--- src/rtl/regfile_wb_arbiter_if.sv ---
// rtl/regfile_wb_arbiter_if.sv - writeback, scoreboard and register-file signal bundle
//
// Groups the ALU and memory writeback handshakes, the issue/flush/check
// scoreboard signals and the registered register-file write port.
// Modport slave : the arbiter (consumes valids, produces readies and rf_*).
// Modport master: the writeback sources, issue logic and register file.
interface regfile_wb_arbiter_if #(
    parameter int XLEN = 32,
    parameter int NREG = 32,
    parameter int AW   = 5
);
    logic            alu_valid;
    logic [AW-1:0]   alu_rd;
    logic [XLEN-1:0] alu_data;
    logic            alu_ready;
    logic            mem_valid;
    logic [AW-1:0]   mem_rd;
    logic [XLEN-1:0] mem_data;
    logic            mem_ready;
    logic            issue_valid;
    logic [AW-1:0]   issue_rd;
    logic            flush;
    logic [AW-1:0]   chk_rs1;
    logic [AW-1:0]   chk_rs2;
    logic            rs1_busy;
    logic            rs2_busy;
    logic            rf_we;
    logic [AW-1:0]   rf_w;
    logic [XLEN-1:0] rf_data;
    logic [NREG-1:0] busy_vec;

    modport slave (
        input  alu_valid, alu_rd, alu_data,
        output alu_ready,
        input  mem_valid, mem_rd, mem_data,
        output mem_ready,
        input  issue_valid, issue_rd, flush, chk_rs1, chk_rs2,
        output rs1_busy, rs2_busy,
        output rf_we, rf_w, rf_data, busy_vec
    );

    modport master (
        output alu_valid, alu_rd, alu_data,
        input  alu_ready,
        output mem_valid, mem_rd, mem_data,
        input  mem_ready,
        output issue_valid, issue_rd, flush, chk_rs1, chk_rs2,
        input  rs1_busy, rs2_busy,
        input  rf_we, rf_w, rf_data, busy_vec
    );
endinterface

--- src/rtl/regfile_wb_arbiter.sv ---
// rtl/regfile_wb_arbiter.sv - round-robin writeback arbiter with register scoreboard
//
// Ports:
//   clk   - system clock, all state updates on posedge
//   reset - synchronous, active-high reset
//   bus   - regfile_wb_arbiter_if.slave: ALU/MEM valid-ready writebacks,
//           issue/flush scoreboard control, rs1/rs2 busy lookup,
//           registered rf_we/rf_w/rf_data and debug busy_vec
module regfile_wb_arbiter #(
    parameter int XLEN = 32,
    parameter int NREG = 32,
    parameter int AW   = 5
) (
    input  logic                    clk,
    input  logic                    reset,
    regfile_wb_arbiter_if.slave     bus
);
    typedef enum logic {
        LAST_ALU = 1'b0,
        LAST_MEM = 1'b1
    } last_grant_e;

    last_grant_e     last_grant_q;
    logic            rf_we_q;
    logic [AW-1:0]   rf_w_q;
    logic [XLEN-1:0] rf_data_q;
    logic [NREG-1:0] busy_q;
    logic [NREG-1:0] busy_d;

    logic            alu_win;
    logic            mem_win;
    logic            accept;
    logic [AW-1:0]   acc_rd;
    logic [XLEN-1:0] acc_data;

    // Under contention the source that did not win last time gets the port.
    always_comb begin
        alu_win  = bus.alu_valid && (!bus.mem_valid || last_grant_q == LAST_MEM);
        mem_win  = bus.mem_valid && !alu_win;
        accept   = alu_win || mem_win;
        acc_rd   = alu_win ? bus.alu_rd   : bus.mem_rd;
        acc_data = alu_win ? bus.alu_data : bus.mem_data;
    end

    // Clear on commit, then flush, then set on issue: a newer writer to the
    // same register must stay visible, and issue survives a flush.
    always_comb begin
        busy_d = busy_q;
        if (rf_we_q && rf_w_q != '0) begin
            busy_d[rf_w_q] = 1'b0;
        end
        if (bus.flush) begin
            busy_d = '0;
        end
        if (bus.issue_valid && bus.issue_rd != '0) begin
            busy_d[bus.issue_rd] = 1'b1;
        end
        busy_d[0] = 1'b0;
    end

    always_ff @(posedge clk) begin
        if (reset) begin
            last_grant_q <= LAST_MEM;
            rf_we_q      <= 1'b0;
            rf_w_q       <= '0;
            rf_data_q    <= '0;
            busy_q       <= '0;
        end else begin
            busy_q <= busy_d;
            if (bus.alu_valid && bus.mem_valid) begin
                last_grant_q <= alu_win ? LAST_ALU : LAST_MEM;
            end
            // x0 writes complete the handshake but never reach the file;
            // rf_w/rf_data keep their old contents in that case.
            rf_we_q <= accept && acc_rd != '0;
            if (accept && acc_rd != '0) begin
                rf_w_q    <= acc_rd;
                rf_data_q <= acc_data;
            end
        end
    end

    assign bus.alu_ready = alu_win;
    assign bus.mem_ready = mem_win;
    assign bus.rf_we     = rf_we_q;
    assign bus.rf_w      = rf_w_q;
    assign bus.rf_data   = rf_data_q;
    assign bus.busy_vec  = busy_q;
    assign bus.rs1_busy  = busy_q[bus.chk_rs1];
    assign bus.rs2_busy  = busy_q[bus.chk_rs2];
endmodule
--- src/flat_wrapper.sv ---
// flat-port wrapper written by rule: the top's interface ports become plain ports
module regfile_wb_arbiter_flat 
#(
    parameter int XLEN = 32,
    parameter int NREG = 32,
    parameter int AW   = 5
)
  (clk, reset, bus_alu_valid, bus_alu_rd, bus_alu_data, bus_alu_ready, bus_mem_valid, bus_mem_rd, bus_mem_data, bus_mem_ready, bus_issue_valid, bus_issue_rd, bus_flush, bus_chk_rs1, bus_chk_rs2, bus_rs1_busy, bus_rs2_busy, bus_rf_we, bus_rf_w, bus_rf_data, bus_busy_vec);
  regfile_wb_arbiter_if #(.XLEN(XLEN), .NREG(NREG), .AW(AW)) bus_i ();
  input  logic clk;
  input  logic reset;
  input wire logic [$bits(bus_i.alu_valid)-1:0] bus_alu_valid;
  input wire logic [$bits(bus_i.alu_rd)-1:0] bus_alu_rd;
  input wire logic [$bits(bus_i.alu_data)-1:0] bus_alu_data;
  output wire logic [$bits(bus_i.alu_ready)-1:0] bus_alu_ready;
  input wire logic [$bits(bus_i.mem_valid)-1:0] bus_mem_valid;
  input wire logic [$bits(bus_i.mem_rd)-1:0] bus_mem_rd;
  input wire logic [$bits(bus_i.mem_data)-1:0] bus_mem_data;
  output wire logic [$bits(bus_i.mem_ready)-1:0] bus_mem_ready;
  input wire logic [$bits(bus_i.issue_valid)-1:0] bus_issue_valid;
  input wire logic [$bits(bus_i.issue_rd)-1:0] bus_issue_rd;
  input wire logic [$bits(bus_i.flush)-1:0] bus_flush;
  input wire logic [$bits(bus_i.chk_rs1)-1:0] bus_chk_rs1;
  input wire logic [$bits(bus_i.chk_rs2)-1:0] bus_chk_rs2;
  output wire logic [$bits(bus_i.rs1_busy)-1:0] bus_rs1_busy;
  output wire logic [$bits(bus_i.rs2_busy)-1:0] bus_rs2_busy;
  output wire logic [$bits(bus_i.rf_we)-1:0] bus_rf_we;
  output wire logic [$bits(bus_i.rf_w)-1:0] bus_rf_w;
  output wire logic [$bits(bus_i.rf_data)-1:0] bus_rf_data;
  output wire logic [$bits(bus_i.busy_vec)-1:0] bus_busy_vec;
  assign bus_i.alu_valid = bus_alu_valid;
  assign bus_i.alu_rd = bus_alu_rd;
  assign bus_i.alu_data = bus_alu_data;
  assign bus_alu_ready = bus_i.alu_ready;
  assign bus_i.mem_valid = bus_mem_valid;
  assign bus_i.mem_rd = bus_mem_rd;
  assign bus_i.mem_data = bus_mem_data;
  assign bus_mem_ready = bus_i.mem_ready;
  assign bus_i.issue_valid = bus_issue_valid;
  assign bus_i.issue_rd = bus_issue_rd;
  assign bus_i.flush = bus_flush;
  assign bus_i.chk_rs1 = bus_chk_rs1;
  assign bus_i.chk_rs2 = bus_chk_rs2;
  assign bus_rs1_busy = bus_i.rs1_busy;
  assign bus_rs2_busy = bus_i.rs2_busy;
  assign bus_rf_we = bus_i.rf_we;
  assign bus_rf_w = bus_i.rf_w;
  assign bus_rf_data = bus_i.rf_data;
  assign bus_busy_vec = bus_i.busy_vec;
  regfile_wb_arbiter #(.XLEN(XLEN), .NREG(NREG), .AW(AW)) u_core (.clk(clk), .reset(reset), .bus(bus_i));
endmodule
--- config.mk ---
export PLATFORM = sky130hd
export DESIGN_NAME = regfile_wb_arbiter_flat
export DESIGN_NICKNAME = d
export VERILOG_FILES = /design/src/rtl/regfile_wb_arbiter_if.sv /design/src/rtl/regfile_wb_arbiter.sv /design/src/flat_wrapper.sv
export SDC_FILE = /design/constraint.sdc
export NUM_CORES = 1
export LEC_CHECK = 0
export BUFFER_PORTS_ARGS = -buffer_cell sky130_fd_sc_hd__buf_2
export CAP_MARGIN = 20
export CORE_MARGIN = 3
export CORE_UTILIZATION = 50
export DETAILED_ROUTE_END_ITERATION = 6
export PLACE_DENSITY_LB_ADDON = 0.15
export SYNTH_ARGS = -nofsm -noshare
export SYNTH_HDL_FRONTEND = slang
export SYNTH_SLANG_ARGS = --single-unit
--- constraint.sdc ---
create_clock -name clk -period 2.1 [get_ports clk]
set_input_delay 0.105 -clock clk [delete_from_list [all_inputs] [get_ports clk]]
set_output_delay 0.105 -clock clk [all_outputs]
set_load 0.005 [all_outputs]
==> qor.yml, run 1 <==
status:
  status: "complete, no violations"
logic_synthesis:
  syn_area_um2: 4320
  synth.top_cells.by_count: "dfxtp_1 (70), mux2i_1 (55), nand2b_1 (41), clkbuf_1 (40), nand2_1 (36)"
  synth_top_family_by_area: "compound AO/OA/AOI/OAI gates"
  synth.area.mux_share_pct: 15.9
  synth_edf_count: 0
  synth_cells: 504
  ys_seq_area_share_pct: 32.4
  syn_avg_cell_area_um2: 8.58
  synth_compound_area_share_pct: 24.1
  syn-num-nets: 599
  synth_fa_ha_area_share_pct: 0
  yosysWarnings: 0
  yosysUniqueCellTypes: 37
  synth_top_area_share_pct: 32.4
  yosys.area_share.simple_pct: 21.9
  synth_xor_area_share_pct: 0
  synth_area_leaders: "dfxtp_1 (32%), mux2i_1 (13%), nand2b_1 (5.9%), o21bai_1 (5.7%), a21boi_0 (5.6%)"
  synth_largest_area_cell: "dfxtp_1"
  ys.flop_type: "dfxtp_1"
  synth.most_common_cell: "dfxtp_1"
  ys_ff_latch: 70
  postSynth.asyncResetShare_pct: 0
route:
  drc: 0
  drtIter0Drc: 191
  wirelength_um: 12400
  wire_per_inst_um: 16.4
  ant_nets: 0
  via_per_inst: 5.74
  drt-pass1-iter-count: 6
  via_count: 4314
clock_network:
  cts_tree: "built"
  clockBufferDepth: 2
  ctsResizeCount: 0
  post_cts_buffers: 0
  cts-htree-levels: 3
  cts.sinks: 70
  numCtsBuffers: 9
  clk_latency_ps: 340
  path_clk_slew_ps: 80
  postCtsHoldBufs: 0
  cts_root_buffer: "clkbuf_8"
worst_setup_path:
  worstSetupStartpointType: "flop"
  cp_cell_sequence: "mux4_2 -> nand2b_1 -> o2111ai_1 -> nand4_1 -> buf_2"
  slowest_stage: "mux4_2"
  crit_path_max_fanout: 4
  crit_required_ps: 2000
  r2r-start: "u_core.last_grant_q"
  startpoint: "u_core.bus.busy_vec[20]"
  worstSetupEndpointType: "output pin"
  max_stage_delay_ps: 480
  critPathKind: "flop to output pin"
  crit_arrival_ps: 1720
worst_hold_path:
  hold_path_class: "input pin to flop"
  holdCritStartpoint: "bus_mem_rd[4]"
global_route:
  grt_pass1_vias: 4133
  antenna_found_initial: 0
  grt_pass1_wl_um: 19700
  grt_max_degree: 104
  grt_usage_pct: 24.4
  overflow: 0
sta:
  maxSlewHeadroom_pct: 55.1
  skew_ps: 10.3
  fmax_mhz: 549
  fin_crit_ps: 1820
  hold_viol: 0
  hold_ws_ps: 73.7
  slew_violations: 0
  worstMarginPinSlew_ps: 671
  setup_viol: 0
  timing.final.crit_share_pct: 86.7
  rsz0062_at_grt: "false"
  tns_ps: 0
floorplan:
  ios: 169
  core_area_um2: 8300
  row_count: 33
  dieWidth_um: 99.0
  fp.dieH_um: 99.0
  dieArea_um2: 9800
  start_util_pct: 52.1
layout:
  area_delta_synth_final_pct: 24.2
  diodes: 0
  drive_above_1_share_pct: 30.9
  post-route-util_pct: 64.7
  nets: 737
placed_design:
  gp_congestion: 0.948
  dpl.hpwl_um: 9420
  numPortBuffers: 167
power_and_ir_drop:
  p_leak_nw: 2.49
  cellPowerDensity_nw_per_um2: 609
  ir_drop_mv: 0.390
run:
  drv_cap: 0
## through the flow
step	instances	cell area, um^2	power (mW)	setup WS (ps)
after floorplan	504	4320	1.83	548
after global placement	736	5140	2.06	380
after detailed placement	736	5140	2.07	314
after CTS	752	5370	3.30	259
after global routing	752	5370	3.41	204
final	752	5370	3.27	280
## power breakdown
part / internal, mW / switching (mW)
Clock: 0.709 / 0.523
Sequential: 1.39 / 0.0580
Combinational: 0.284 / 0.304
## worst max-delay path, delay by kind of cell (launching register included)
| kind | cells | cell delay [ps] |
|---|---|---|
| muxes | 1 | 480 |
| AOI/OAI and AO/OA | 1 | 110 |
| and+or+nand+nor | 2 | 260 |
| buffers and inverters | 1 | 140 |
| DFF | 1 | 390 |
## flip-flops by register name (all words and copies together) (netlist names)
name                 flops
u_core.bus.busy_vec     31
u_core.bus.rf_data      32
u_core.bus.rf_w          5
u_core.bus.rf_we         1
u_core.last_grant_q      1
## cells in the final DEF, fill, tap and decap left out, types with 2 or more instances in the layout
master      netlist  final
buf_2             0    167
dfxtp_1          70     70
mux2i_1          55     55
nand2b_1         41     40
nand2_1          36     36
and3_1           34     34
o21bai_1         33     33
a21boi_0         32     32
nor2_1           27     27
a21oi_1          23     23
o211ai_1         18     18
nand3_1          17     17
a32oi_1          15     15
clkbuf_8          0     10
inv_1             9      9
mux4_2            6      6
nor2b_1           6      6
o32ai_1           5      5
buf_4             1      5
a22oi_1           4      4
nor3_1            4      4
nor3b_1           4      4
o2111ai_1         2      2
a211oi_1          2      2
nand4_1           2      2
and2_1            2      2
and3b_1           2      2
clkinvlp_4        0      2
inv_6             0      2
bufinv_16         0      2
## routing by layer
metal / routed length [um] / up-vias / global-route usage (%)
li1: - / 2110 / -
met1: 4940 / 2018 / 29.7
met3: 1080 / 15 / 5.66
met2: 6180 / 171 / 43.0
met5: 0 / - / 0
met4: 156 / 0 / 6.83
## area by class of cell
cell class	count	area, um^2
Tap cell	105	131
Inverter	9	33.8
Fill cell	735	2930
Clock buffer	10	138
Sequential cell	70	1400
Multi-Input combinational cell	379	2680
Clock inverter	6	92.6
Timing Repair Buffer	173	893
## final timing paths
path	endpoint	slack (ps)	cells past startpoint
min reg2reg	u_core.bus.rf_data[25]	480	2
min	u_core.bus.rf_w[4]	70	3
max reg2reg	u_core.bus.rf_data[15]	330	5
max	bus_rs2_busy	280	5
## kinds of logic (layout without fill, tap and decap cells)
logic type,after synthesis,in the layout
and+or+nand+nor,178,178
AOI/OAI and AO/OA,139,139
DFF,70,70
muxes,61,61
buffers and inverters,55,198
other,1,1
No activity file was read; power rests on OpenSTA's default activity.
==> run 2: changes to the inputs <==
CORE_UTILIZATION = 25   (was 50)
==> qor.yml, run 2 (same netlist as run 1, synthesis figures left out) <==
sta:
  setup_viol: 0  # unchanged
  rsz0062_at_grt: "false"  # unchanged
  fin_crit_ps: 1830  # was 1820 ps
  worstMarginPinSlew_ps: 759  # was 671 ps
  tns_ps: 0  # unchanged
  slew_violations: 0  # unchanged
  hold_viol: 0  # unchanged
  skew_ps: 7.01  # was 10.3 ps
  maxSlewHeadroom_pct: 49.3  # was 55.1%
  timing.final.crit_share_pct: 87.0  # was 86.7%
  hold_ws_ps: 71.8  # was 73.7 ps
  fmax_mhz: 547  # was 549 MHz
worst_setup_path:
  crit_path_max_fanout: 4  # unchanged
  critPathKind: "flop to output pin"  # unchanged
  startpoint: "u_core.bus.busy_vec[23]"  # was u_core.bus.busy_vec[20]
  crit_required_ps: 2000  # about the same
  worstRegToRegCells: 5  # unchanged
  worstSetupEndpointType: "output pin"  # unchanged
  crit_arrival_ps: 1720  # about the same
  r2r_slack_ps: 410  # was 330 ps
  worstSetupStartpointType: "flop"  # unchanged
  r2r-start: "u_core.last_grant_q"  # unchanged
  regToRegEndpoint: "u_core.bus.rf_data[31]"  # was u_core.bus.rf_data[15]
layout:
  drive_above_1_share_pct: 31.0  # was 30.9%
  nets: 738  # was 737
  largest_reg_flops: 32  # unchanged
  layout_common_cells: "buf_2 (167), dfxtp_1 (70), mux2i_1 (55)"  # unchanged
  area_delta_synth_final_pct: 29.7  # was 24.2%
  mostFrequentLayoutCell: "buf_2"  # unchanged
clock_network:
  cts.sinks: 70  # unchanged
  postCtsHoldBufs: 0  # unchanged
  cts_tree: "built"  # unchanged
  clockBufferDepth: 2  # unchanged
  cts_root_buffer: "clkbuf_16"  # was clkbuf_8
  ctsResizeCount: 0  # unchanged
  clk_latency_ps: 340  # about the same
  numCtsBuffers: 9  # unchanged
  cts-htree-levels: 3  # unchanged
  path_clk_slew_ps: 60  # was 80 ps
  post_cts_buffers: 0  # unchanged
global_route:
  overflow: 0  # unchanged
  grt_max_degree: 67  # was 104
  grt_pass1_wl_um: 21800  # was 19,700 um
  grt_usage_pct: 14.6  # was 24.4%
  grt_pass1_vias: 4178  # was 4,133
  antenna_found_initial: 2  # was 0
power_and_ir_drop:
  p_comb_share_pct: 16.8  # was 18.0%
  ir_drop_mv: 0.321  # was 0.390 mV
  p_leak_nw: 2.54  # was 2.49 nW
  p_int_mw: 2.61  # was 2.39 mW
  clockPowerShare_pct: 42.5  # was 37.7%
  pwr-share-seq_pct: 40.7  # was 44.4%
  cellPowerDensity_nw_per_um2: 639  # was 609 nW/um^2
  p_sw_uw: 976  # was 885 uW
  switching_share_pct: 27.2  # was 27.0%
floorplan:
  start_util_pct: 25.8  # was 52.1%
  dieWidth_um: 138  # was 99.0 um
  ios: 169  # unchanged
  core_area_um2: 16800  # was 8300 um^2
  fp.dieH_um: 138  # was 99.0 um
  row_count: 47  # was 33
  dieArea_um2: 18900  # was 9800 um^2
route:
  wire_per_inst_um: 16.4  # about the same
  via_per_inst: 5.01  # was 5.74
  drt-pass1-iter-count: 4  # was 6
  via_count: 4350  # was 4,314
  ant_nets: 0  # unchanged
  wirelength_um: 14200  # was 12,400 um
  drtIter0Drc: 199  # was 191
  drc: 0  # unchanged
worst_hold_path:
  holdPathStages: 3  # unchanged
  holdCritStartpoint: "bus_alu_rd[1]"  # was bus_mem_rd[4]
  worstHoldEndpoint: "u_core.bus.rf_w[1]"  # was u_core.bus.rf_w[4]
  hold_path_class: "input pin to flop"  # unchanged
placed_design:
  numPortBuffers: 167  # unchanged
  dpl.hpwl_um: 10900  # was 9420 um
  gp_congestion: 0.830  # was 0.948
run:
  drv_cap: 0  # unchanged
status:
  status: "complete, no violations"  # unchanged
## run 2: through the flow
| step | instances | utilization [%] | power (mW) | instance area (um^2) | worst slack, ps |
|---|---|---|---|---|---|
| detailed placement | 852 | 31.7 | 2.09 | 5310 | 351 |
| finish | 869 | 33.5 | 3.58 | 5610 | 273 |
| CTS | 868 | 33.4 | 3.64 | 5610 | 263 |
| floorplan | 504 | - | 1.83 | 4320 | 548 |
| global route | 868 | 33.4 | 3.75 | 5610 | 217 |
| global placement | 852 | 31.7 | 2.08 | 5310 | 416 |
## run 2: worst max-delay path, stage by stage (launching register included)
cell and delay, ps:
dfxtp_1 380, mux4_2 480, nand2b_1 150, o2111ai_1 100
nand4_1 120, buf_2 150
## run 2: worst max-delay path by stage
stage                                   to  slack (ps)  cells past startpoint
detailed placement  u_core.bus.rf_data[21]         350                      6
floorplan           u_core.bus.rf_data[10]         550                      5
CTS                           bus_rs2_busy         260                      5
finish                        bus_rs2_busy         270                      5
global route                  bus_rs1_busy         220                      5
global placement     u_core.bus.rf_data[9]         420                      6
## run 2: layer usage
layer | part of all wire [%] | track usage [%]
met5 | 0.15 | 0
met4 | 1.5 | 4.93
met3 | 9.4 | 4.53
met2 | 45 | 23.3
met1 | 44 | 18.5
## run 2: power by group through the flow
stage               Combinational [mW]  Clock [mW]  Sequential (mW)
floorplan                        0.365           0             1.47
global placement                 0.595           0             1.49
detailed placement               0.608           0             1.48
CTS                              0.609        1.57             1.46
global route                     0.671        1.62             1.46
finish                           0.602        1.52             1.46
## run 2: final cells by class
type | instances | area [um^2]
diodes | 1 | 2.50
clock buffers | 9 | 225
clock inverters | 7 | 75.1
fillers | 1820 | 11200
inverters | 9 | 33.8
multi-input cells | 379 | 2680
flip-flops and latches | 70 | 1400
well taps | 220 | 275
repair buffers | 174 | 913
==> run 3: changes to the inputs <==
CTS_BUF_LIST = sky130_fd_sc_hd__clkbuf_8 sky130_fd_sc_hd__clkbuf_16   (was not set)
REMOVE_ABC_BUFFERS = 1   (was not set)
SLEW_MARGIN = 20   (was not set)
==> qor.yml, run 3 (same netlist as run 1, synthesis figures left out) <==
status:
  status: "complete, no violations"  # unchanged
floorplan:
  dieArea_um2: 18900  # unchanged
  ios: 169  # unchanged
  fp.dieH_um: 138  # unchanged
  start_util_pct: 25.8  # unchanged
  core_area_um2: 16800  # unchanged
  row_count: 47  # unchanged
  dieWidth_um: 138  # unchanged
clock_network:
  post_cts_buffers: 0  # unchanged
  path_clk_slew_ps: 50  # was 60 ps
  cts_tree: "built"  # unchanged
  postCtsHoldBufs: 0  # unchanged
  clk_latency_ps: 330  # was 340 ps
  ctsResizeCount: 0  # unchanged
  cts.sinks: 70  # unchanged
  clockBufferDepth: 2  # unchanged
  numCtsBuffers: 9  # unchanged
  cts-htree-levels: 3  # unchanged
  cts_root_buffer: "clkbuf_16"  # unchanged
route:
  drc: 0  # unchanged
  ant_nets: 0  # unchanged
  wire_per_inst_um: 16.7  # was 16.4 um
  drtIter0Drc: 222  # was 199
  via_per_inst: 5.01  # about the same
  wirelength_um: 14500  # was 14,200 um
  via_count: 4353  # was 4,350
  drt-pass1-iter-count: 4  # unchanged
layout:
  largest_reg_flops: 32  # unchanged
  post-route-util_pct: 33.4  # was 33.5%
  n_fill_cell: 1786  # was 1,820
  final_cells: 868  # was 869
  final_area_um2: 5600  # was 5610 um^2
  multi_input_area_um2: 2680  # unchanged
  regArea_um2: 1400  # unchanged
  area_delta_synth_final_pct: 29.5  # was 29.7%
  mostFrequentLayoutCell: "buf_2"  # unchanged
  nets: 738  # unchanged
  layout_common_cells: "buf_2 (167), dfxtp_1 (70), mux2i_1 (55)"  # unchanged
  drive_above_1_share_pct: 30.5  # was 31.0%
global_route:
  overflow: 0  # unchanged
  grt_usage_pct: 15.0  # was 14.6%
  grt_pass1_vias: 4144  # was 4,178
  antenna_found_initial: 3  # was 2
  grt_max_degree: 59  # was 67
  grt_pass1_wl_um: 22000  # was 21,800 um
power_and_ir_drop:
  switching_share_pct: 25.8  # was 27.2%
  ir_drop_mv: 0.344  # was 0.321 mV
  p_leak_nw: 2.54  # about the same
  p_comb_share_pct: 16.9  # was 16.8%
  cellPowerDensity_nw_per_um2: 636  # was 639 nW/um^2
  p_int_mw: 2.65  # was 2.61 mW
  p_sw_uw: 918  # was 976 uW
  pwr-share-seq_pct: 40.9  # was 40.7%
  clockPowerShare_pct: 42.2  # was 42.5%
  finalPower_mw: 3.56  # was 3.58 mW
placed_design:
  numPortBuffers: 167  # unchanged
  post-place-ws_ps: 258  # was 351 ps
  dpl.hpwl_um: 11000  # was 10,900 um
  gp_congestion: 0.798  # was 0.830
  dp.cells: 852  # unchanged
  post_dp_cell_area_um2: 5310  # unchanged
worst_hold_path:
  hold_path_class: "input pin to flop"  # unchanged
worst_setup_path:
  crit_path_max_fanout: 4  # unchanged
  critPathKind: "flop to output pin"  # unchanged
  worstSetupEndpointType: "output pin"  # unchanged
  worstSetupStartpointType: "flop"  # unchanged
  slowest_stage: "mux4_2"  # unchanged
  max_stage_delay_ps: 490  # was 480 ps
  cp_cell_sequence: "mux4_2 -> nand2b_1 -> o211ai_1 -> nand4_1 -> buf_2"  # was mux4_2 -> nand2b_1 -> o2111ai_1 -> nand4_1 -> buf_2
  crit_arrival_ps: 1750  # was 1720 ps
  crit_required_ps: 2000  # about the same
sta:
  fmax_mhz: 540  # was 547 MHz
  maxSlewHeadroom_pct: 47.2  # was 49.3%
  hold_ws_ps: 91.3  # was 71.8 ps
  worst_slack_ps: 247  # was 273 ps
  worstMarginPinSlew_ps: 790  # was 759 ps
  setup_viol: 0  # unchanged
  tns_ps: 0  # unchanged
  timing.final.crit_share_pct: 88.2  # was 87.0%
  slew_violations: 0  # unchanged
  rsz0062_at_grt: "false"  # unchanged
  hold_viol: 0  # unchanged
  fin_crit_ps: 1850  # was 1830 ps
  skew_ps: 3.49  # was 7.01 ps
run:
  drv_cap: 0  # unchanged
==> run 3: cell types whose count changed in the layout (fill, tap and decap cells not counted), sizes merged <==
cell    delta
clkinv     -6
diode      +1
clkbuf     +2
inv        +2
==> run 3: area by class of cell <==
cell class / instances / area share [%]
multi-input cells: 379 / 47.9
flip-flops and latches: 70 / 25.0
repair buffers: 174 / 16.3
well taps: 220 / 4.92
clock buffers: 11 / 4.51
clock inverters: 3 / 0.670
inverters: 9 / 0.603
diodes: 2 / 0.0894
==> run 3: worst paths after layout <==
check	cells after the start	from	slack [ps]	endpoint
setup / recovery	5	u_core.bus.busy_vec[7]	250	bus_rs2_busy
hold / removal	3	bus_alu_rd[0]	90	u_core.bus.rf_w[0]
setup reg to reg	5	u_core.last_grant_q	250	u_core.bus.rf_data[3]
hold reg to reg	2	u_core.bus.rf_data[24]	470	u_core.bus.rf_data[24]
==> run 3: layer usage <==
metal  global-route usage, %  vias to the layer above  share of wire [%]
met3                    5.00                       17                8.9
met5                       0                        -              0.090
li1                        -                     2113                  -
met2                    23.8                      171                 45
met1                    19.2                     2050                 45
met4                    4.55                        2                1.4
==> run 3: critical path, delay by kind of cell, from the launching register on <==
kind	cells	cell delay, ps
mux	1	490
flops	1	350
simple gates	2	310
buf+inv	1	150
compound gates	1	120
==> run 3: power by group through the flow <==
| stage | sequential, mW | combinational (mW) | clock (mW) |
|---|---|---|---|
| 3_5_place_dp | 1.48 | 0.606 | 0 |
| 3_3_place_gp | 1.49 | 0.597 | 0 |
| 5_1_grt | 1.47 | 0.667 | 1.62 |
| 6_report | 1.46 | 0.601 | 1.51 |
| 4_1_cts | 1.46 | 0.608 | 1.56 |
| 2_1_floorplan | 1.47 | 0.290 | 0 |
